<file path="src/rtl/mmio_initiator.sv">
// Single-outstanding MMIO initiator: turns core requests into write/read strobes toward a responder.
// Optional wait-limit abort is compiled in with `define MMIO_TIMEOUT_EN.
module mmio_initiator #(
    parameter int unsigned TIMEOUT = 255
) (
    input  logic        clk,
    input  logic        reset,
    input  logic        req_valid,
    output logic        req_ready,
    input  logic        req_write,
    input  logic [31:0] req_addr,
    input  logic [31:0] req_wdata,
    input  logic [3:0]  req_wstrb,
    output logic        rsp_valid,
    output logic [31:0] rsp_rdata,
    output logic        rsp_err,
    output logic        wready,
    input  logic        wvalid,
    output logic [31:0] waddr,
    output logic [31:0] wdata,
    output logic [3:0]  wstrb,
    output logic        rready,
    input  logic        rvalid,
    output logic [31:0] raddr,
    input  logic        rresp,
    input  logic [31:0] rdata
);

    typedef enum logic [1:0] {
        IDLE  = 2'd0,
        WREQ  = 2'd1,
        RREQ  = 2'd2,
        RWAIT = 2'd3
    } state_t;

    state_t      r_state;
    state_t      w_state_nxt;
    logic        w_accept;
    logic        w_progress;
    logic        w_timeout;
    logic        w_rsp_valid_nxt;
    logic [31:0] w_rsp_rdata_nxt;

    logic        r_rsp_valid;
    logic [31:0] r_rsp_rdata;
    logic [31:0] r_waddr;
    logic [31:0] r_wdata;
    logic [3:0]  r_wstrb;
    logic [31:0] r_raddr;

    // Strobes decode straight from the state register, so reset drops them immediately.
    assign req_ready = (r_state == IDLE);
    assign wready    = (r_state == WREQ);
    assign rready    = (r_state == RREQ);
    assign w_accept  = req_valid && req_ready;

    // A handshake that lands on the final allowed cycle still counts as progress.
    assign w_progress = ((r_state == WREQ)  && wvalid) ||
                        ((r_state == RREQ)  && rvalid) ||
                        ((r_state == RWAIT) && rresp);

`ifdef MMIO_TIMEOUT_EN
    localparam logic [15:0] TIMEOUT_LAST = 16'(TIMEOUT - 1);

    logic [15:0] r_wait_cnt;
    logic        r_rsp_err;

    assign w_timeout = (r_state != IDLE) && (r_wait_cnt == TIMEOUT_LAST);

    always_ff @(posedge clk or posedge reset) begin
        if (reset) begin
            r_wait_cnt <= 16'd0;
            r_rsp_err  <= 1'b0;
        end else begin
            if (w_state_nxt != r_state) begin
                r_wait_cnt <= 16'd0;
            end else if (r_state != IDLE) begin
                r_wait_cnt <= r_wait_cnt + 16'd1;
            end
            r_rsp_err <= w_timeout && !w_progress;
        end
    end

    assign rsp_err = r_rsp_err;
`else
    logic w_unused_timeout;

    assign w_unused_timeout = ^TIMEOUT;
    assign w_timeout        = 1'b0;
    assign rsp_err          = 1'b0;
`endif

    always_ff @(posedge clk or posedge reset) begin
        if (reset) begin
            r_state <= IDLE;
        end else begin
            r_state <= w_state_nxt;
        end
    end

    always_comb begin
        // NOTE: every output of this block gets a default first, so no path leaves one unassigned (no latch).
        w_state_nxt     = r_state;
        w_rsp_valid_nxt = 1'b0;
        w_rsp_rdata_nxt = r_rsp_rdata;

        case (r_state)
            IDLE: begin
                if (req_valid) begin
                    w_state_nxt = req_write ? WREQ : RREQ;
                end
            end
            WREQ: begin
                if (wvalid) begin
                    w_state_nxt     = IDLE;
                    w_rsp_valid_nxt = 1'b1;
                    w_rsp_rdata_nxt = 32'd0;
                end
            end
            RREQ: begin
                if (rvalid) begin
                    w_state_nxt = RWAIT;
                end
            end
            RWAIT: begin
                if (rresp) begin
                    w_state_nxt     = IDLE;
                    w_rsp_valid_nxt = 1'b1;
                    w_rsp_rdata_nxt = rdata;
                end
            end
            default: w_state_nxt = IDLE;
        endcase

        if (w_timeout && !w_progress) begin
            w_state_nxt     = IDLE;
            w_rsp_valid_nxt = 1'b1;
            w_rsp_rdata_nxt = 32'd0;
        end
    end

    // NOTE: sequential state uses non-blocking assignments so every register samples pre-edge values.
    always_ff @(posedge clk or posedge reset) begin
        if (reset) begin
            r_rsp_valid <= 1'b0;
            r_rsp_rdata <= 32'd0;
            r_waddr     <= 32'd0;
            r_wdata     <= 32'd0;
            r_wstrb     <= 4'd0;
            r_raddr     <= 32'd0;
        end else begin
            r_rsp_valid <= w_rsp_valid_nxt;
            r_rsp_rdata <= w_rsp_rdata_nxt;
            if (w_accept && req_write) begin
                r_waddr <= {req_addr[31:2], 2'b00};
                r_wdata <= req_wdata;
                r_wstrb <= req_wstrb;
            end
            if (w_accept && !req_write) begin
                r_raddr <= {req_addr[31:2], 2'b00};
            end
        end
    end

    assign rsp_valid = r_rsp_valid;
    assign rsp_rdata = r_rsp_rdata;
    assign waddr     = r_waddr;
    assign wdata     = r_wdata;
    assign wstrb     = r_wstrb;
    assign raddr     = r_raddr;

endmodule
</file>
<file path="config.mk">
export PLATFORM = sky130hd
export DESIGN_NAME = mmio_initiator
export DESIGN_NICKNAME = d
export VERILOG_FILES = /design/src/rtl/mmio_initiator.sv
export SDC_FILE = /design/constraint.sdc
export NUM_CORES = 1
export LEC_CHECK = 0
export CAP_MARGIN = 30
export CORE_ASPECT_RATIO = 0.7
export CORE_MARGIN = 5
export CORE_UTILIZATION = 35
export CTS_CLUSTER_DIAMETER = 60
export DETAILED_ROUTE_END_ITERATION = 16
export MAX_ROUTING_LAYER = met4
export PLACE_DENSITY = 0.75
export SYNTH_ARGS = -nofsm -noshare
export SYNTH_HDL_FRONTEND = slang
export SYNTH_SLANG_ARGS = --single-unit
</file>
<file path="constraint.sdc">
create_clock -name clk -period 8.2 [get_ports clk]
set_clock_uncertainty 0.05 [all_clocks]
set_input_delay 2.05 -clock clk [delete_from_list [all_inputs] [get_ports clk]]
set_output_delay 2.05 -clock clk [all_outputs]
set_load 0.01 [all_outputs]
</file>
==> results of run 1 <==
state kept, by name, indices dropped and copies added, names as in the netlist:
name	flops
raddr	30
wstrb	4
rsp_valid	1
waddr	30
r_state	2
wdata	32
rsp_rdata	32
cells by family after synthesis:
logic type	count (synthesis)	synth area share (%)
muxes	97	23.7
other	1	0.0741
buffers and inverters	26	3.29
DFF	131	64.8
and+or+nand+nor	19	2.00
AOI/OAI and AO/OA	36	6.09
placed cells by master, fill, tap and decap left out, drive strengths merged, types with 2 or more instances in the layout:
master         netlist  routed
nor2b                2       2
conb                 1       5
inv                  3       5
bufinv               0       6
dfrtp              131     131
a22o                27      27
and3                 3       3
a32oi                5       5
buf                 22       3
nand2               10      10
clkdlybuf4s50        0     236
clkinvlp             0       2
mux2                96      96
clkbuf               1      18
clkinv               0       2
cells in the mapped netlist (3+ instances only):
cell type    n  area share [%]
dfrtp_1    131              65
buf_6        5             1.1
a32oi_1      5            0.87
buf_4        5            0.74
mux2_4      29             8.6
inv_1        3            0.22
mux2_2      67              15
nand2_1     10            0.74
a22o_1      27             4.7
buf_2       10            0.99
per-stage QoR:
stage                     setup slack (ps)  util (%)  instance area (um^2)  instances  hold slack, ps
after floorplan                       2600         -                  5070        314             476
after global placement                4120      53.6                  7530        719             433
after detailed placement              4130      53.8                  7560        720             431
after CTS                             4250      58.5                  8220        750             450
after global routing                  4210      58.5                  8220        750             460
final                                 4290      58.5                  8220        750             449
metal layers:
| metal | wire, um | track usage [%] | up-vias |
|---|---|---|---|
| li1 | - | - | 1581 |
| met1 | 5710 | 19.5 | 1721 |
| met2 | 6690 | 26.5 | 141 |
| met3 | 1060 | 6.10 | 16 |
| met4 | 197 | 5.65 | 0 |
| met5 | 0 | - | - |
critical path, cell delays in order, from the launching register on:
cell and delay (ps):
dfrtp_1 610, and2b_1 210, clkdlybuf4s50_1 590
where the power goes:
group          internal [uW]  switching, uW
clock                    570            274
combinational            895            509
sequential               971            193
worst paths after layout:
kind / end / slack (ps) / depth (start not counted)
min in group asynchronous: raddr[19] / 2080 / 2
worst min-delay path: rsp_rdata[25] / 450 / 1
max in group asynchronous: waddr[21] / 4650 / 3
worst max register to register: raddr[29] / 5970 / 4
worst max-delay path: rready / 4290 / 2
worst min register to register: rsp_rdata[25] / 450 / 1
cell type report:
type | instances | area [um^2] | area share (%)
Sequential cell | 131 | 3280 | 39.9
Timing Repair Buffer | 239 | 2400 | 29.2
Multi-Input combinational cell | 157 | 1630 | 19.8
Clock buffer | 18 | 429 | 5.22
Tap cell | 190 | 238 | 2.89
Clock inverter | 12 | 230 | 2.80
Inverter | 3 | 13.8 | 0.167
==> results.json, run 1 <==
{
  "grt_pass1_wl_um": 21900,
  "drive_above_1_share_pct": 23.4,
  "grt_max_degree": 72,
  "cts_tree": "yes",
  "cp.required_ps": 6100,
  "gp_congestion": 0.818,
  "die_w_um": 154,
  "reg2reg_from": "r_state[1]",
  "numCtsBuffers": 17,
  "relSlewSlack_pct": 31.9,
  "start_util_pct": 36.0,
  "timing.final.crit_share_pct": 47.7,
  "drt-wirelength-per-cell_um": 18.2,
  "critPathLaunchType": "register",
  "antennaDiodeCount": 0,
  "crit_arrival_ps": 1810,
  "cts-htree-levels": 4,
  "clk_pin_slew_worst_paths_ps": 60,
  "p_total_uw": 3410,
  "synth_cell_types": 25,
  "dr.pass1.iters": 6,
  "io_buffers": 236,
  "antenna_found_initial": 0,
  "fin_nets": 656,
  "cts.sinks": 131,
  "coreArea_um2": 14100,
  "startpoint": "r_state[1]",
  "slew_viol_final": 0,
  "ctsHoldBuffers": 0,
  "hp-class": "register to register",
  "avgSynthCellArea_um2": 16.3,
  "drv_cap": 0,
  "ir_worst_vdd_mv": 0.213,
  "cts_setup_buffers": 0,
  "hold_viol_final": 0,
  "drt_iter0_drc": 129,
  "status": "finished, final reports clean",
  "ys_ff_latch": 131,
  "dp_hpwl_um": 9960,
  "wl_um": 13600,
  "fmax_mhz": 256,
  "synth-edff-count": 0,
  "yosysSeqAreaShare_pct": 64.8,
  "setup-tns-final_ps": 0,
  "crit_type": "register to primary output",
  "synth_ff_type": "dfrtp_1",
  "post_cts_resized": 0,
  "die_y_um": 111,
  "cts.path.max_buffers": 2,
  "cts-root-buf": "clkbuf_16",
  "fill_cells": 1115,
  "finalSetupViolations": 0,
  "overflow": 0,
  "rows": 36,
  "yosysWarnings": 0,
  "end_kind": "primary output",
  "vias_per_cell": 4.61,
  "vias": 3459,
  "insertion_delay_ps": 390,
  "ios": 244,
  "synthesis.instances": 310,
  "min_from": "rsp_rdata[25]",
  "area_growth_pct": 62.6,
  "synthArstFlopShare_pct": 100,
  "ant_nets": 0,
  "synth_area_um2": 5060,
  "p_leak_uw": 0.00353,
  "rsz0062_at_grt": "no",
  "dieArea_um2": 17000,
  "grt_pass1_vias": 4028,
  "worst-path-max-fanout": 13,
  "final.min_clock_period_ps": 3910,
  "drc": 0,
  "grt_usage_pct": 16.6,
  "tightest_slew_ps": 1020,
  "power_density_nw_per_um2": 415
}
(Power assumes the default switching activity.)
==> run 2: changes to the inputs <==
==> constraint.sdc (replaced) <==
create_clock -name clk -period 3.6 [get_ports clk]
set_clock_uncertainty 0.05 [all_clocks]
set_input_delay 0.9 -clock clk [delete_from_list [all_inputs] [get_ports clk]]
set_output_delay 0.9 -clock clk [all_outputs]
set_load 0.01 [all_outputs]
==> run 2 against run 1 <==
Compared with the run above: hold slack better by 1.1 ps; first-iteration DRC count down 2.3%; combinational power up 130%; sequential power up 130%; design area up 0.46%; wire length up 1.6%; final cell count up 0.67%; power up 130%; setup slack worse by 3500 ps; non-clock buffer count up 3; critical path depth unchanged; global-route usage up 0.60 points; highest routed layer unchanged.
==> results.json, run 2 (synthesized netlist as in run 1, its figures left out) <==
{
  "cts_tree": "yes",
  "post_cts_resized": 0,
  "fill_cells": 1108,
  "comb_power_share_pct": 41.5,
  "drv_cap": 0,
  "hp-class": "register to register",
  "fin_nets": 659,
  "area_growth_pct": 63.3,
  "p_leak_uw": 0.00355,
  "insertion_delay_ps": 410,
  "ctsHoldBuffers": 0,
  "gp_congestion": 0.774,
  "die_y_um": 111,
  "ios": 244,
  "grt_pass1_vias": 3944,
  "power_density_nw_per_um2": 937,
  "fmax_mhz": 362,
  "reg2reg_slack_ps": 1670,
  "swShare_pct": 29.0,
  "dp_hpwl_um": 9930,
  "dpl-instance-area_um2": 7600,
  "cp.required_ps": 2650,
  "drc": 0,
  "multi_input_area_um2": 1630,
  "wl_um": 13900,
  "ant_nets": 0,
  "critPathCapture": "rready",
  "end_kind": "primary output",
  "setup-tns-final_ps": 0,
  "worstRegToRegCells": 2,
  "numCtsBuffers": 17,
  "final_cells": 755,
  "die_w_um": 154,
  "finalSetupViolations": 0,
  "io_buffers": 236,
  "crit_type": "register to primary output",
  "grt_pass1_wl_um": 22300,
  "min_from": "rsp_rdata[30]",
  "ir_worst_vdd_mv": 0.516,
  "antenna_found_initial": 0,
  "p_clk_share_pct": 24.2,
  "rows": 36,
  "critPathLaunchType": "register",
  "cts_setup_buffers": 0,
  "grt_max_degree": 72,
  "power_frac_seq_pct": 34.2,
  "p_sw_uw": 2240,
  "clk_pin_slew_worst_paths_ps": 60,
  "crit_path_max_incr_delay_ps": 610,
  "crit_slowest_cell": "dfrtp_1",
  "drt_iter0_drc": 126,
  "reg2reg_from": "r_state[1]",
  "vias_per_cell": 4.66,
  "crit_arrival_ps": 1810,
  "worst-path-max-fanout": 13,
  "final_common_cell": "clkdlybuf4s50_1",
  "startpoint": "r_state[1]",
  "vias": 3515,
  "cts.path.max_buffers": 2,
  "dp_cells": 723,
  "seq_area_um2": 3280,
  "relSlewSlack_pct": 31.1,
  "hold_viol_final": 0,
  "overflow": 0,
  "timing.final.crit_share_pct": 76.7,
  "cts-htree-levels": 4,
  "start_util_pct": 36.0,
  "timing.rr.end": "rsp_rdata[20]",
  "grt_usage_pct": 17.2,
  "final.min_clock_period_ps": 2760,
  "final_cell_mix": "clkdlybuf4s50_1, dfrtp_1, mux2_2",
  "final_area_um2": 8260,
  "antennaDiodeCount": 0,
  "rsz0062_at_grt": "no",
  "p_int_uw": 5490,
  "cts-root-buf": "clkbuf_16",
  "dieArea_um2": 17000,
  "cp_cell_sequence": "and2b_1 > clkdlybuf4s50_1",
  "cts.sinks": 131,
  "coreArea_um2": 14100,
  "dr.pass1.iters": 4,
  "drive_above_1_share_pct": 24.2,
  "drt-wirelength-per-cell_um": 18.4,
  "tightest_slew_ps": 1030,
  "slew_viol_final": 0,
  "status": "finished, final reports clean"
}
-- run 2: cell count changes in the layout (fill, tap and decap cells not counted), sizes merged --
cell	change
bufinv	-2
buf	+3
clkinvlp	+1
inv	-3
clkbuf	+3
clkinv	+3
-- run 2: power by group through the flow --
stage               clock, uW  sequential, uW  combinational, uW
finish                   1880            2650               3210
CTS                      1920            2660               3270
global route             1990            2750               3410
detailed placement          0            2660               3250
global placement            0            2620               3200
floorplan                   0            2950               1040
-- run 2: how the worst min path moves through the flow --
stage	slack, ps	depth (start not counted)	to
after floorplan	480	2	rsp_rdata[26]
after global placement	430	1	rsp_rdata[14]
after detailed placement	430	1	rsp_rdata[6]
after CTS	450	1	rsp_rdata[2]
after global routing	460	1	rsp_rdata[22]
final	450	2	rsp_rdata[30]
-- run 2: per-layer routing --
layer / global-route usage [%] / wire length, um / vias up
met5: - / 0 / -
met4: 6.00 / 230 / 0
met3: 6.61 / 1200 / 17
met2: 26.0 / 6370 / 170
met1: 21.3 / 6060 / 1732
li1: - / - / 1596
-- run 2: critical path, delay by kind of cell, from the launching register on --
kind | cells | cell delay [ps]
DFF | 1 | 610
buffers and inverters | 1 | 580
and+or+nand+nor | 1 | 210
-- run 2: stage by stage --
stage | hold WS [ps] | util (%) | power, uW | worst slack (ps)
2_1_floorplan | 476 | - | 3990 | 1030
3_3_place_gp | 432 | 54.1 | 5820 | 980
3_5_place_dp | 431 | 54.1 | 5910 | 891
4_1_cts | 450 | 58.8 | 7850 | 791
5_1_grt | 456 | 58.8 | 8160 | 735
6_report | 450 | 58.8 | 7740 | 839
-- run 2: final cells by class --
| cell class | instances | share of cell area, % |
|---|---|---|
| inverters | 3 | 0.182 |
| flip-flops and latches | 131 | 39.7 |
| repair buffers | 242 | 29.6 |
| clock inverters | 11 | 2.12 |
| clock buffers | 21 | 5.82 |
| multi-input cells | 157 | 19.7 |
| well taps | 190 | 2.88 |
==> run 3: changes to the inputs <==
--- a/config.mk
+++ b/config.mk
@@ -12,7 +12,7 @@
 export CTS_CLUSTER_DIAMETER = 60
 export DETAILED_ROUTE_END_ITERATION = 16
 export MAX_ROUTING_LAYER = met4
-export PLACE_DENSITY = 0.75
+export PLACE_DENSITY = 0.77
 export SYNTH_ARGS = -nofsm -noshare
 export SYNTH_HDL_FRONTEND = slang
 export SYNTH_SLANG_ARGS = --single-unit
==> constraint.sdc (replaced) <==
create_clock -name clk -period 2.4 [get_ports clk]
set_clock_uncertainty 0.05 [all_clocks]
set_input_delay 0.6 -clock clk [delete_from_list [all_inputs] [get_ports clk]]
set_output_delay 0.6 -clock clk [all_outputs]
set_load 0.01 [all_outputs]
==> run 3 against run 2 <==
Compared with the run above: non-clock buffer count rose by 5; combinational power rose by 51%; critical path depth did not move; power rose by 47%; final cell count rose by 0.53%; sequential power rose by 50%; via count rose by 1.5%; design area barely moved; hold slack got worse by 4.5 ps; utilization barely moved; critical path type unchanged; critical endpoint unchanged; largest power group unchanged.
==> results.json, run 3 (synthesized netlist as in run 1, its figures left out) <==
{
  "status": "finished, final reports clean",
  "die_y_um": 111,
  "cts-root-buf": "clkbuf_16",
  "end_kind": "primary output",
  "drive_above_1_share_pct": 25.0,
  "p_clk_share_pct": 22.1,
  "reg2reg_from": "r_state[1]",
  "final_common_cell": "clkdlybuf4s50_1",
  "drt-wirelength-per-cell_um": 18.1,
  "cts-htree-levels": 4,
  "relSlewSlack_pct": 61.6,
  "final_cell_mix": "clkdlybuf4s50_1, dfrtp_1, mux2_2",
  "holdPathEnd": "rsp_rdata[15]",
  "clk_pin_slew_worst_paths_ps": 60,
  "grt_usage_pct": 16.5,
  "ant_nets": 0,
  "drt_iter0_drc": 85,
  "finalSetupViolations": 0,
  "gp_congestion": 0.802,
  "p_total_uw": 11300,
  "wl_um": 13700,
  "seq_area_um2": 3280,
  "setup_ws_ps": 70.1,
  "worstRegToRegCells": 4,
  "overflow": 0,
  "ir_worst_vdd_mv": 0.555,
  "coreArea_um2": 14100,
  "area_growth_pct": 63.4,
  "cts.path.max_buffers": 2,
  "fill_cells": 1111,
  "fin_nets": 664,
  "p_int_uw": 7980,
  "dpl-instance-area_um2": 7660,
  "ios": 244,
  "power_frac_seq_pct": 35.0,
  "critPathLaunchType": "register",
  "hold_viol_final": 0,
  "worst-path-max-fanout": 9,
  "cp.required_ps": 1750,
  "p_leak_uw": 0.00355,
  "rows": 36,
  "final.min_clock_period_ps": 2330,
  "fin_worst_hold_slack_ps": 446,
  "swShare_pct": 29.6,
  "drv_cap": 0,
  "cts.sinks": 131,
  "reg2reg_slack_ps": 650,
  "dp_cells": 727,
  "multi_input_area_um2": 1630,
  "dpl_worst_slack_ps": -12.1,
  "timing.rr.end": "wdata[30]",
  "comb_power_share_pct": 42.9,
  "fmax_mhz": 429,
  "grt_pass1_vias": 3987,
  "rsz0062_at_grt": "no",
  "dieArea_um2": 17000,
  "hp-class": "register to register",
  "numCtsBuffers": 17,
  "tightest_slew_ps": 569,
  "antennaDiodeCount": 0,
  "timing.final.crit_share_pct": 97.1,
  "holdPathStages": 1,
  "die_w_um": 154,
  "grt_max_degree": 69,
  "insertion_delay_ps": 400,
  "grt_pass1_wl_um": 21700,
  "crit_type": "register to primary output",
  "final_cells": 759,
  "dr.pass1.iters": 4,
  "drc": 0,
  "dp_hpwl_um": 10100,
  "io_buffers": 236,
  "cts_tree": "yes",
  "min_from": "rsp_rdata[15]",
  "slew_viol_final": 0,
  "start_util_pct": 36.0,
  "p_sw_uw": 3360,
  "crit_arrival_ps": 1680,
  "vias": 3569,
  "power_density_nw_per_um2": 1370,
  "antenna_found_initial": 0,
  "final_area_um2": 8260,
  "vias_per_cell": 4.70,
  "cts_setup_buffers": 0
}
==> run 3: area by class of cell <==
class	instances	area share (%)
flip-flops and latches	131	39.7
repair buffers	247	30.6
multi-input cells	157	19.7
clock buffers	19	5.36
well taps	190	2.88
clock inverters	12	1.61
inverters	3	0.182
==> run 3: per-layer routing <==
layer / vias up / wire [um] / track usage (%)
met5: - / 0 / -
met4: 0 / 165 / 3.65
met3: 16 / 1240 / 6.61
met2: 167 / 6490 / 25.9
met1: 1783 / 5850 / 20.1
li1: 1603 / - / -
==> run 3: timing repair <==
action                     4_1_cts  5_1_grt
hold buffers                     0        0
setup endpoints to repair        1        1
pin swaps                        0        0
gates resized for setup          1        1
==> run 3: worst max-delay path: stages (launching register included) <==
cell and delay, ps:
dfrtp_2 450, and2b_1 250, clkdlybuf4s50_1 580
==> run 3: stage by stage <==
step | TNS, ps | utilization, %
floorplan | 0 | -
global placement | 0 | 54.5
detailed placement | -42.3 | 54.5
CTS | 0 | 58.6
global route | 0 | 58.8
finish | 0 | 58.8
==> run 3: worst max-delay path by stage <==
stage / start / end / slack (ps) / depth (start not counted)
floorplan: reset / r_state[0] / 130 / 1
global placement: rresp / rsp_rdata[19] / 70 / 3
detailed placement: rresp / rsp_rdata[25] / -10 / 3
CTS: r_state[0] / rready / 30 / 2
global route: r_state[1] / rready / 20 / 2
finish: r_state[0] / rready / 70 / 2
==> run 3: power groups by stage <==
stage          sequential [uW]  clock (uW)  combinational [uW]
2_1_floorplan             4420           0                1560
4_1_cts                   3990        2570                4920
3_3_place_gp              3930           0                4820
5_1_grt                   4120        2670                5140
6_report                  3970        2500                4860
3_5_place_dp              3990           0                4900
